`src/rtl/seg_serial_rx.sv`:
```
// Seven-segment serial stream receiver: rebuilds the parallel segment frame
// from shift clock, data, refresh enable and clear, all oversampled on clk.
module seg_serial_rx #(
  parameter int FRAME_BITS  = 64,
  parameter int SYNC_STAGES = 2,
  parameter int TIMEOUT     = 1024,
  parameter int CNT_W       = 7
) (
  input  logic                  clk,
  input  logic                  rst,
  input  logic                  segclk_in,
  input  logic                  segsout_in,
  input  logic                  SEGEN_in,
  input  logic                  segclrn_in,
  output logic [FRAME_BITS-1:0] frame_data,
  output logic                  frame_valid,
  output logic                  frame_err,
  output logic [CNT_W-1:0]      bit_count,
  output logic                  busy
);

  localparam int TW = $clog2(TIMEOUT + 1);
  localparam logic [CNT_W-1:0] FULL_CNT = CNT_W'(FRAME_BITS);
  localparam logic [CNT_W-1:0] OVER_CNT = CNT_W'(FRAME_BITS + 1);
  localparam logic [TW-1:0] TMO_LAST = TW'(TIMEOUT - 1);

  typedef enum logic [1:0] {IDLE, SHIFT, FULL, OVER} state_t;

  state_t state, state_n, state_s;

  logic [SYNC_STAGES-1:0] clk_s, dat_s, en_s, clrn_s;
  logic clk_h, en_h;
  logic shift_ev, latch_ev, clr, din;

  logic [FRAME_BITS-1:0] shift_reg, sr_n, sr_s, fd_n;
  logic [CNT_W-1:0] cnt_n;
  logic [TW-1:0] tmo, tmo_n;
  logic valid_n, err_n;

  // Idle levels loaded on reset so no spurious edge follows release
  always_ff @(posedge clk or posedge rst) begin
    if (rst) begin
      clk_s  <= '0;
      dat_s  <= '0;
      en_s   <= '0;
      clrn_s <= '1;
      clk_h  <= 1'b0;
      en_h   <= 1'b0;
    end else begin
      clk_s  <= {clk_s[SYNC_STAGES-2:0], segclk_in};
      dat_s  <= {dat_s[SYNC_STAGES-2:0], segsout_in};
      en_s   <= {en_s[SYNC_STAGES-2:0], SEGEN_in};
      clrn_s <= {clrn_s[SYNC_STAGES-2:0], segclrn_in};
      clk_h  <= clk_s[SYNC_STAGES-1];
      en_h   <= en_s[SYNC_STAGES-1];
    end
  end

  assign shift_ev = clk_s[SYNC_STAGES-1] & ~clk_h;
  assign latch_ev = en_s[SYNC_STAGES-1] & ~en_h;
  assign clr      = ~clrn_s[SYNC_STAGES-1];
  assign din      = dat_s[SYNC_STAGES-1];

  always_comb begin
    state_n = state;
    state_s = state;
    sr_s    = shift_reg;
    sr_n    = shift_reg;
    cnt_n   = bit_count;
    tmo_n   = tmo;
    fd_n    = frame_data;
    valid_n = 1'b0;
    err_n   = 1'b0;
    if (shift_ev) begin
      sr_s  = {shift_reg[FRAME_BITS-2:0], din};
      cnt_n = (bit_count == OVER_CNT) ? bit_count : bit_count + 1'b1;
      tmo_n = '0;
      unique case (1'b1)
        cnt_n == FULL_CNT: state_s = FULL;
        cnt_n == OVER_CNT: state_s = OVER;
        default:           state_s = SHIFT;
      endcase
      state_n = state_s;
      sr_n    = sr_s;
    end else if (state != IDLE) begin
      if (tmo == TMO_LAST) begin
        err_n   = 1'b1;
        cnt_n   = '0;
        state_n = IDLE;
        tmo_n   = '0;
      end else begin
        tmo_n = tmo + 1'b1;
      end
    end
    // Latch judges the post-shift state, never the timed-out one
    if (latch_ev) begin
      valid_n = (state_s == FULL);
      err_n   = (state_s != FULL);
      if (state_s == FULL) fd_n = sr_s;
      cnt_n   = '0;
      state_n = IDLE;
      tmo_n   = '0;
    end
    if (clr) begin
      sr_n    = '0;
      cnt_n   = '0;
      state_n = IDLE;
      tmo_n   = '0;
      fd_n    = frame_data;
      valid_n = 1'b0;
      err_n   = 1'b0;
    end
  end

  always_ff @(posedge clk or posedge rst) begin
    if (rst) begin
      state       <= IDLE;
      shift_reg   <= '0;
      frame_data  <= '0;
      bit_count   <= '0;
      tmo         <= '0;
      frame_valid <= 1'b0;
      frame_err   <= 1'b0;
    end else begin
      state       <= state_n;
      shift_reg   <= sr_n;
      frame_data  <= fd_n;
      bit_count   <= cnt_n;
      tmo         <= tmo_n;
      frame_valid <= valid_n;
      frame_err   <= err_n;
    end
  end

  assign busy = (bit_count != '0);

endmodule

```
`config.mk`:
```
export PLATFORM = sky130hd
export DESIGN_NAME = seg_serial_rx
export DESIGN_NICKNAME = d
export VERILOG_FILES = /design/src/rtl/seg_serial_rx.sv
export SDC_FILE = /design/constraint.sdc
export NUM_CORES = 1
export LEC_CHECK = 0
export CORE_ASPECT_RATIO = 2
export CORE_MARGIN = 2
export CORE_UTILIZATION = 50
export CTS_CLUSTER_DIAMETER = 60
export DETAILED_ROUTE_END_ITERATION = 10
export PLACE_DENSITY = 0.74
export SYNTH_ARGS = -nofsm -noshare
export SYNTH_HDL_FRONTEND = slang
export SYNTH_SLANG_ARGS = --single-unit
```
`constraint.sdc`:
```
create_clock -name clk -period 4.9 [get_ports clk]
set_input_delay 0.98 -clock clk [delete_from_list [all_inputs] [get_ports clk]]
set_output_delay 0.98 -clock clk [all_outputs]
set_load 0.01 [all_outputs]
```
== Word level (Yosys, flattened, before mapping) ==
Cells that the tools add are included.

* Reductions and logical operators: 4
* Bitwise gates (word level): 4
* Muxes and demuxes: 27
* Equality and inequality tests: 8
* $add $sub $neg: 2

{| class="wikitable"
|+ Operators with widths
! kind !! number
|-
| two-way mux 64 bit || 2
|-
| two-way mux 11 bit || 5
|-
| two-way mux 7 bit || 6
|-
| == test 7 bit, second input constant || 3
|-
| two-way mux 2 bit || 6
|-
| adder 11 x 1 -> 11 bit, second input constant || 1
|-
| == test 11 x 10 -> 1 bit, second input constant || 1
|-
| inequality test 4 x 1 -> 1 bit, second input constant || 2
|-
| adder 7 x 1 -> 7 bit, second input constant || 1
|-
| two-way mux 1 bit || 7
|-
| nonzero test 7 bit || 1
|-
| case mux 2 bit (2 select lines) || 1
|-
| AND reduction 3 bit || 1
|-
| bitwise AND 1 bit || 2
|-
| == test 2 bit, second input constant || 1
|-
| inequality test 2 bit, second input constant || 1
|-
| NOT 1 bit || 2
|-
| AND reduction 2 bit || 1
|-
| nonzero test 2 bit || 1
|}

* Output and inout bits: 74
* Bits in registers: 160
* Input bits: 6

== Logic depth before layout (Yosys ltp) ==
Gate-level depths: netlist (run 1).

* Depth in word-level cells: 8
* Mapped depth: 9
* Mapped depth without buffers: 7

== Worst setup path after synthesis (run 1) ==
OpenSTA, ideal clock, no wires.

* Path type: flip-flop to flip-flop
* Start point: reg bit_count[0]
* End point: reg frame_data[10]
* Data arrival time: 2453 ps
* Setup slack: 2367 ps
* Library setup time: 79 ps
* Data required time: 4821 ps
* Stages on the path, launching flop included: 9
* Path through: dfrtp_1 ha_1 nand3_2 or4_1 a222oi_1 a31o_2 buf_12 buf_12 mux2i_1

* Word-level cells in the longest chain between the ends: 7

{| class="wikitable"
|+ Ends and longest elaborated chain
! what !! line !! text
|-
| start: declaration || 18 || <nowiki>output logic [CNT_W-1:0] bit_count,</nowiki>
|-
| start signal: assignment || 128 || <nowiki>bit_count <= cnt_n;</nowiki>
|-
| adder 7 x 1 -> 7 bit / == test 7 bit (equally long branches) || 76 || <nowiki>cnt_n = (bit_count == OVER_CNT) ? bit_count : bit_count + 1'b1;</nowiki>
|-
| two-way mux 7 bit * || 76 ||
|-
| == test 7 bit, on equally long branches || 80, 79 ||
|-
| case mux 2 bit (2 select lines) * || 78 || <nowiki>unique case (1'b1)</nowiki>
|-
| two-way mux 2 bit * || 74 || <nowiki>if (shift_ev) begin</nowiki>
|-
| == test 2 bit * || 99 || <nowiki>if (state_s == FULL) fd_n = sr_s;</nowiki>
|-
| AND reduction 3 bit (no line) * || -- ||
|-
| end signal: assignment || 127 || <nowiki>frame_data <= fd_n;</nowiki>
|-
| end: declaration || 15 || <nowiki>output logic [FRAME_BITS-1:0] frame_data,</nowiki>
|}

Mark *: on every way between the ends. The rest lies on a longest branch, timed or not.
A chain may end at the register's enable or synchronous reset.

== Final worst setup path (run 1) ==
* Start point: reg bit_count[0]
* End point: reg frame_data[0]

The elaborated chain is that of the path after synthesis.

==> results of run 1 <==
## routing by layer
| layer | vias to the layer above | part of all wire | GRT usage |
|---|---|---|---|
| li1 | 1991 | - | - |
| met1 | 2108 | 0.40 | 0.2420 |
| met2 | 77 | 0.56 | 0.3575 |
| met3 | 17 | 0.028 | 0.04864 |
| met4 | 0 | 0.017 | 0.06997 |
| met5 | - | 0 | 0 |
## critical path, cell delays in order, from the launching register on
cell	delay (ps)
dfrtp_1	490
ha_1	310
nand3_2	180
or4_1	540
a222oi_1	470
a31o_4	650
buf_4	440
mux2i_1	250
## per-stage QoR
| stage | util | power (mW) | worst slack, ps | hold slack (ps) |
|---|---|---|---|---|
| 2_1_floorplan | - | 1.464 | 1893 | 331.2 |
| 3_3_place_gp | 0.5741 | 1.515 | 1618 | 332.0 |
| 3_5_place_dp | 0.5741 | 1.516 | 1486 | 337.8 |
| 4_1_cts | 0.6235 | 3.001 | 1461 | 350.3 |
| 5_1_grt | 0.6235 | 3.072 | 1129 | 363.3 |
| 6_report | 0.6235 | 2.967 | 1469 | 349.4 |
## cells in the mapped netlist, types with 3 or more instances
cell type / instances
dfrtp_1: 158
mux2i_1: 129
inv_1: 69
nor2b_1: 66
nor2_1: 18
clkbuf_1: 11
nand2_1: 11
xor2_1: 8
o21ai_0: 7
buf_12: 6
nand3_1: 6
buf_1: 5
a22o_1: 4
ha_1: 4
nand2b_1: 4
a21o_1: 3
and2_1: 3
and3_1: 3
nand4_1: 3
nor3_1: 3
## power by group through the flow
stage	logic [mW]	clock network, mW	registers (mW)
global placement	0.143	0	1.37
global route	0.157	1.56	1.35
CTS	0.144	1.51	1.35
floorplan	0.0953	0	1.37
detailed placement	0.143	0	1.37
finish	0.140	1.48	1.35
## worst max path at each step
| stage | startpoint | endpoint | slack (ps) |
|---|---|---|---|
| 4_1_cts | bit_count[0]$_DFFE_PP0P_ | frame_data[0]$_DFFE_PP0P_ | 1460 |
| 3_5_place_dp | bit_count[0]$_DFFE_PP0P_ | frame_data[7]$_DFFE_PP0P_ | 1490 |
| 3_3_place_gp | bit_count[0]$_DFFE_PP0P_ | frame_data[0]$_DFFE_PP0P_ | 1620 |
| 6_report | bit_count[0]$_DFFE_PP0P_ | frame_data[0]$_DFFE_PP0P_ | 1470 |
| 2_1_floorplan | rst | bit_count[0]$_DFFE_PP0P_ | 1890 |
| 5_1_grt | bit_count[0]$_DFFE_PP0P_ | frame_data[15]$_DFFE_PP0P_ | 1130 |
## final cells by class
cell class | count | share of cell area
repair buffers | 85 | 0.1013
multi-input cells | 302 | 0.2869
well taps | 155 | 0.02315
clock buffers | 21 | 0.05376
flip-flops and latches | 160 | 0.4782
clock inverters | 11 | 0.02539
inverters | 69 | 0.03136
## placed cells by master, fill, tap and decap left out, types with 3 or more instances in the layout
cell type / instances
clkbuf_1: 3
o21ai_0: 7
nor2_1: 18
ha_1: 4
clkbuf_16: 17
nand2_1: 11
a21o_1: 3
buf_4: 5
mux2i_1: 129
clkinv_2: 3
and2_1: 3
a22o_1: 4
clkdlybuf4s50_1: 79
dfrtp_1: 158
nand2b_1: 4
xor2_1: 8
bufinv_16: 6
and3_1: 3
inv_1: 68
nor2b_1: 65
nand3_1: 6
nand4_1: 3
nor3_1: 3
## kinds of logic after synthesis
logic type | after synthesis
multiplexers | 129
buffers and inverters | 93
AO/OA/AOI/OAI | 30
AND/OR/NAND/NOR | 129
adder cells (fa/ha/maj) | 4
XOR/XNOR | 10
flip-flops | 160
==> qor.csv, run 1 <==
metric,value,unit
Worst Path Required,5230,ps
Routed WL per cell,16.88,um
pin count of the biggest net entering global routing,90,
die height,169.6,um
Core ar.,0.01344,mm^2
Post-Place Cell Area,0.007715,mm^2
"non-filler cells, final",803,
Iteration-0 DRC Markers,227,
Fin. Hold Viols,0,
post-route cell area,0.008378,mm^2
clock buffer count from CTS,17,
f_max,291.5,MHz
CTS sink count,160,
Internal,2.359,mW
part of the power in combinational logic,0.047,
total number of vias,4193,
synthesized instance count,555,
multi-input logic area,0.002404,mm^2
post-synth top area share,0.5771,
post-synth cell types,45,
GP Congestion,0.8418,
IO buf count,79,
Layout fillers,1014,
# rows,60,
Crit path arrival time,3760,ps
synthesized area,0.006852,mm^2
RSZ-0062 raised after global routing,no,
power density over the cells,354.2,mW/mm^2
Mean Syn Cell Area,12.35,um^2
crit start category,flip-flop,
I/O pins,80,
hold path endpoint,en_s[1]$_DFF_PP0_,
vias in the first global route,4644,
die area,0.01471,mm^2
Sw Pwr,0.6081,mW
mux cell area share after synthesis,0.1885,
Reg power frac,0.455,
Skew-Pair Late Insertion Delay,420,ps
setup TNS,0,ps
reg2reg start,bit_count[0]$_DFFE_PP0P_,
drt pass-1 iters,4,
WHS Path Cells,0,
area grow syn2layout,22.28,%
Max-Cap Viols,0,
Die X,86.78,um
leakage power,3.573,nW
Synth Register Bits,160,
post-route ant nets,0,
Yosys warning total,0,
Hold Path Origin,en_s[0]$_DFF_PP0_,
Post-Synth Simple-Gate Area,0.1083,
skew final,8.133,ps
Post-Place Cells,771,
H-tree Lvls,4,
fin crit share,0.7002,
post-route minimum period,3431,ps
r2r worst-path depth,7,
final-report max-slew violation count,0,
"EDFF count, synth",0,
largest family of logic cells by synthesized area,multiplexers,
PostCTS Resize Cnt,0,
largest cells by area after synthesis,"dfrtp_1, mux2i_1, nor2b_1, inv_1, buf_12",
most used flip-flop cell after synthesis,dfrtp_1,
total gr overflow,0,
Root Buffer,clkbuf_16,
clk buf depth,2,
Tot GR Track Use,0.2042,
adder-cell share of the synthesized area,0.007305,
ys async rst share,1.000,
hold buffers post-CTS,0,
via density per instance,5.222,
Initial Util,0.5099,
compound-gate portion of the synthesized area,0.03159,
sequential-to-total area share from yosys stat,0.5847,
outcome,completed,
worst slew pin tran,1030,ps
"CTS clk-pin slew, worst paths",60,ps
Post-Syn Nets,565,
first-pass GRT wire length,23.22,mm
FF-to-FF End,frame_data[0]$_DFFE_PP0P_,
Post-DP HPWL,8.966,mm
CTS tree,yes,
Slew headroom,0.3131,
drc violations,0,
ANT cells,0,
Max VDD drop,0.2782,mV
dominant cell type by area after synthesis,dfrtp_1,
Synth Area in XOR/XNOR,0.01278,
final setup fails,0,
worst reg2reg setup slack,1470,ps
Clk network pwr share,0.498,
register area,0.004006,mm^2
Worst setup EP type,flip-flop,
layout cells sized above 1,0.06327,
Post-CTS Setup Bufs,0,
nets,645,
switching share of power,0.2049,
"Max FO, Critical Path",32,
WS Path Type,reg2reg,
initial antenna violation count,0,
worst hold-check path type,reg2reg,
routed wire length,13.55,mm
(Power assumes the default switching activity.)
==> inputs of run 2 (changes only) <==
==> constraint.sdc (replaced) <==
create_clock -name clk -period 2.8 [get_ports clk]
set_input_delay 0.56 -clock clk [delete_from_list [all_inputs] [get_ports clk]]
set_output_delay 0.56 -clock clk [all_outputs]
set_load 0.01 [all_outputs]
==> qor.csv, run 2 (synthesis gave the netlist of run 1 again) <==
metric,value,unit,change
final worst slack,182.1,ps,was 1469 ps
Post-DP HPWL,8.856,mm,was 8.966 mm
crit start category,flip-flop,,unchanged
Worst Path Required,3130,ps,was 5230 ps
post-route ant nets,0,,unchanged
I/O pins,80,,unchanged
clock buffer count from CTS,17,,unchanged
Core ar.,0.01344,mm^2,unchanged
nets,651,,was 645
worst hold-check path type,reg2reg,,unchanged
worst slew pin tran,700.2,ps,was 1030 ps
Post-CTS Setup Bufs,0,,unchanged
"most common cell after layout, fill and taps aside",dfrtp_1,,unchanged
first-pass GRT wire length,22.26,mm,was 23.22 mm
"Max FO, Critical Path",34,,was 32
Tot GR Track Use,0.1939,,was 0.2042
WS Path Type,reg2reg,,unchanged
PostCTS Resize Cnt,0,,unchanged
CTS tree,yes,,unchanged
GP Congestion,0.8374,,was 0.8418
H-tree Lvls,4,,unchanged
critical-path cell list,ha_2 -> nand3_2 -> or4_1 -> a222oi_1 -> buf_4 -> a31o_4 -> buf_16 -> mux2i_2,,was ha_1 -> nand3_2 -> or4_1 -> a222oi_1 -> a31o_4 -> buf_4 -> mux2i_1
final-report max-slew violation count,0,,unchanged
drc violations,0,,unchanged
fin crit share,0.9350,,was 0.7002
leakage power,3.579,nW,was 3.573 nW
layout cells sized above 1,0.08104,,was 0.06327
IO buf count,79,,unchanged
Skew-Pair Late Insertion Delay,420,ps,about the same
Fin. Hold Viols,0,,unchanged
# rows,60,,unchanged
vias in the first global route,4535,,was 4644
clk buf depth,2,,unchanged
post-route minimum period,2618,ps,was 3431 ps
skew final,10.30,ps,was 8.133 ps
Slew headroom,0.5301,,was 0.3131
Crit path arrival time,2950,ps,was 3760 ps
drt pass-1 iters,4,,unchanged
dpl ws,140.6,ps,was 1486 ps
Max-Cap Viols,0,,unchanged
total gr overflow,0,,unchanged
CP bufs+invs,2,,was 1
die height,169.6,um,unchanged
Initial Util,0.5099,,unchanged
RSZ-0062 raised after global routing,no,,unchanged
Max VDD drop,0.3911,mV,was 0.2782 mV
"delay-heaviest family, CP",simple AND/OR/NAND/NOR gates,,was compound AO/OA/AOI/OAI gates
Final Power,4.926,mW,was 2.967 mW
crit path max-delay cell type,or4_1,,was a31o_4
Routed WL per cell,16.40,um,was 16.88 um
Util after Layout,0.6254,,was 0.6235
"CTS clk-pin slew, worst paths",70,ps,was 60 ps
routed wire length,13.27,mm,was 13.55 mm
pin count of the biggest net entering global routing,106,,was 90
hold buffers post-CTS,0,,unchanged
die area,0.01471,mm^2,unchanged
total number of vias,4249,,was 4193
Worst setup EP type,flip-flop,,unchanged
setup TNS,0,ps,unchanged
Die X,86.78,um,unchanged
via density per instance,5.252,,was 5.222
initial antenna violation count,0,,unchanged
Critical Path Max Stage Delay,530,ps,was 650 ps
area grow syn2layout,22.66,%,was 22.28%
final setup fails,0,,unchanged
f_max,382.0,MHz,was 291.5 MHz
"commonest non-fill, non-tap cells in the layout","dfrtp_1, mux2i_1, clkdlybuf4s50_1",,unchanged
power density over the cells,586.2,mW/mm^2,was 354.2 mW/mm^2
outcome,completed,,unchanged
Root Buffer,clkbuf_16,,unchanged
Iteration-0 DRC Markers,185,,was 227
ANT cells,0,,unchanged
CTS sink count,160,,unchanged
==> run 2: worst reg2reg max path: stages (launching register included) <==
cell	delay [ps]
dfrtp_1	430
ha_2	260
nand3_2	160
or4_1	530
a222oi_1	260
buf_4	190
a31o_4	200
buf_16	250
mux2i_2	260
==> run 2: through the flow <==
step	hold WS (ps)	cell area, um^2	cells
final	342.9	8404	809
after global placement	333.1	7797	777
after global routing	347.1	8404	809
after floorplan	331.2	6855	555
after CTS	339.6	8389	809
after detailed placement	336.2	7797	777
==> run 2: layer usage <==
layer | up-vias | track usage | part of all wire
li1 | 2000 | - | -
met1 | 2140 | 0.2294 | 0.41
met2 | 89 | 0.3355 | 0.54
met3 | 20 | 0.04815 | 0.029
met4 | 0 | 0.07269 | 0.023
met5 | - | 0 | 0
==> run 2: layout make-up <==
type | instances | area [um^2]
inverters | 69 | 262.8
well taps | 155 | 193.9
multi-input cells | 302 | 2410
repair buffers | 91 | 938.4
flip-flops and latches | 160 | 4008
clock inverters | 14 | 152.6
clock buffers | 18 | 439.2
fillers | 1068 | 5034
==> run 2: report_power, final <==
group,internal (mW),switching [mW]
Clock,1.35,0.952
Combinational,0.114,0.157
Sequential,2.33,0.0198
Total,3.80,1.13
==> run 2: final timing paths <==
kind,start,depth (start not counted),to,slack [ps]
max reg2reg,bit_count[1]$_DFFE_PP0P_,8,frame_data[31]$_DFFE_PP0P_,180
min in group asynchronous,rst,3,en_s[1]$_DFF_PP0_,620
max in group asynchronous,rst,3,bit_count[0]$_DFFE_PP0P_,1610
min reg2reg,en_s[0]$_DFF_PP0_,0,en_s[1]$_DFF_PP0_,340
min,en_s[0]$_DFF_PP0_,0,en_s[1]$_DFF_PP0_,340
max,bit_count[1]$_DFFE_PP0P_,8,frame_data[31]$_DFFE_PP0P_,180
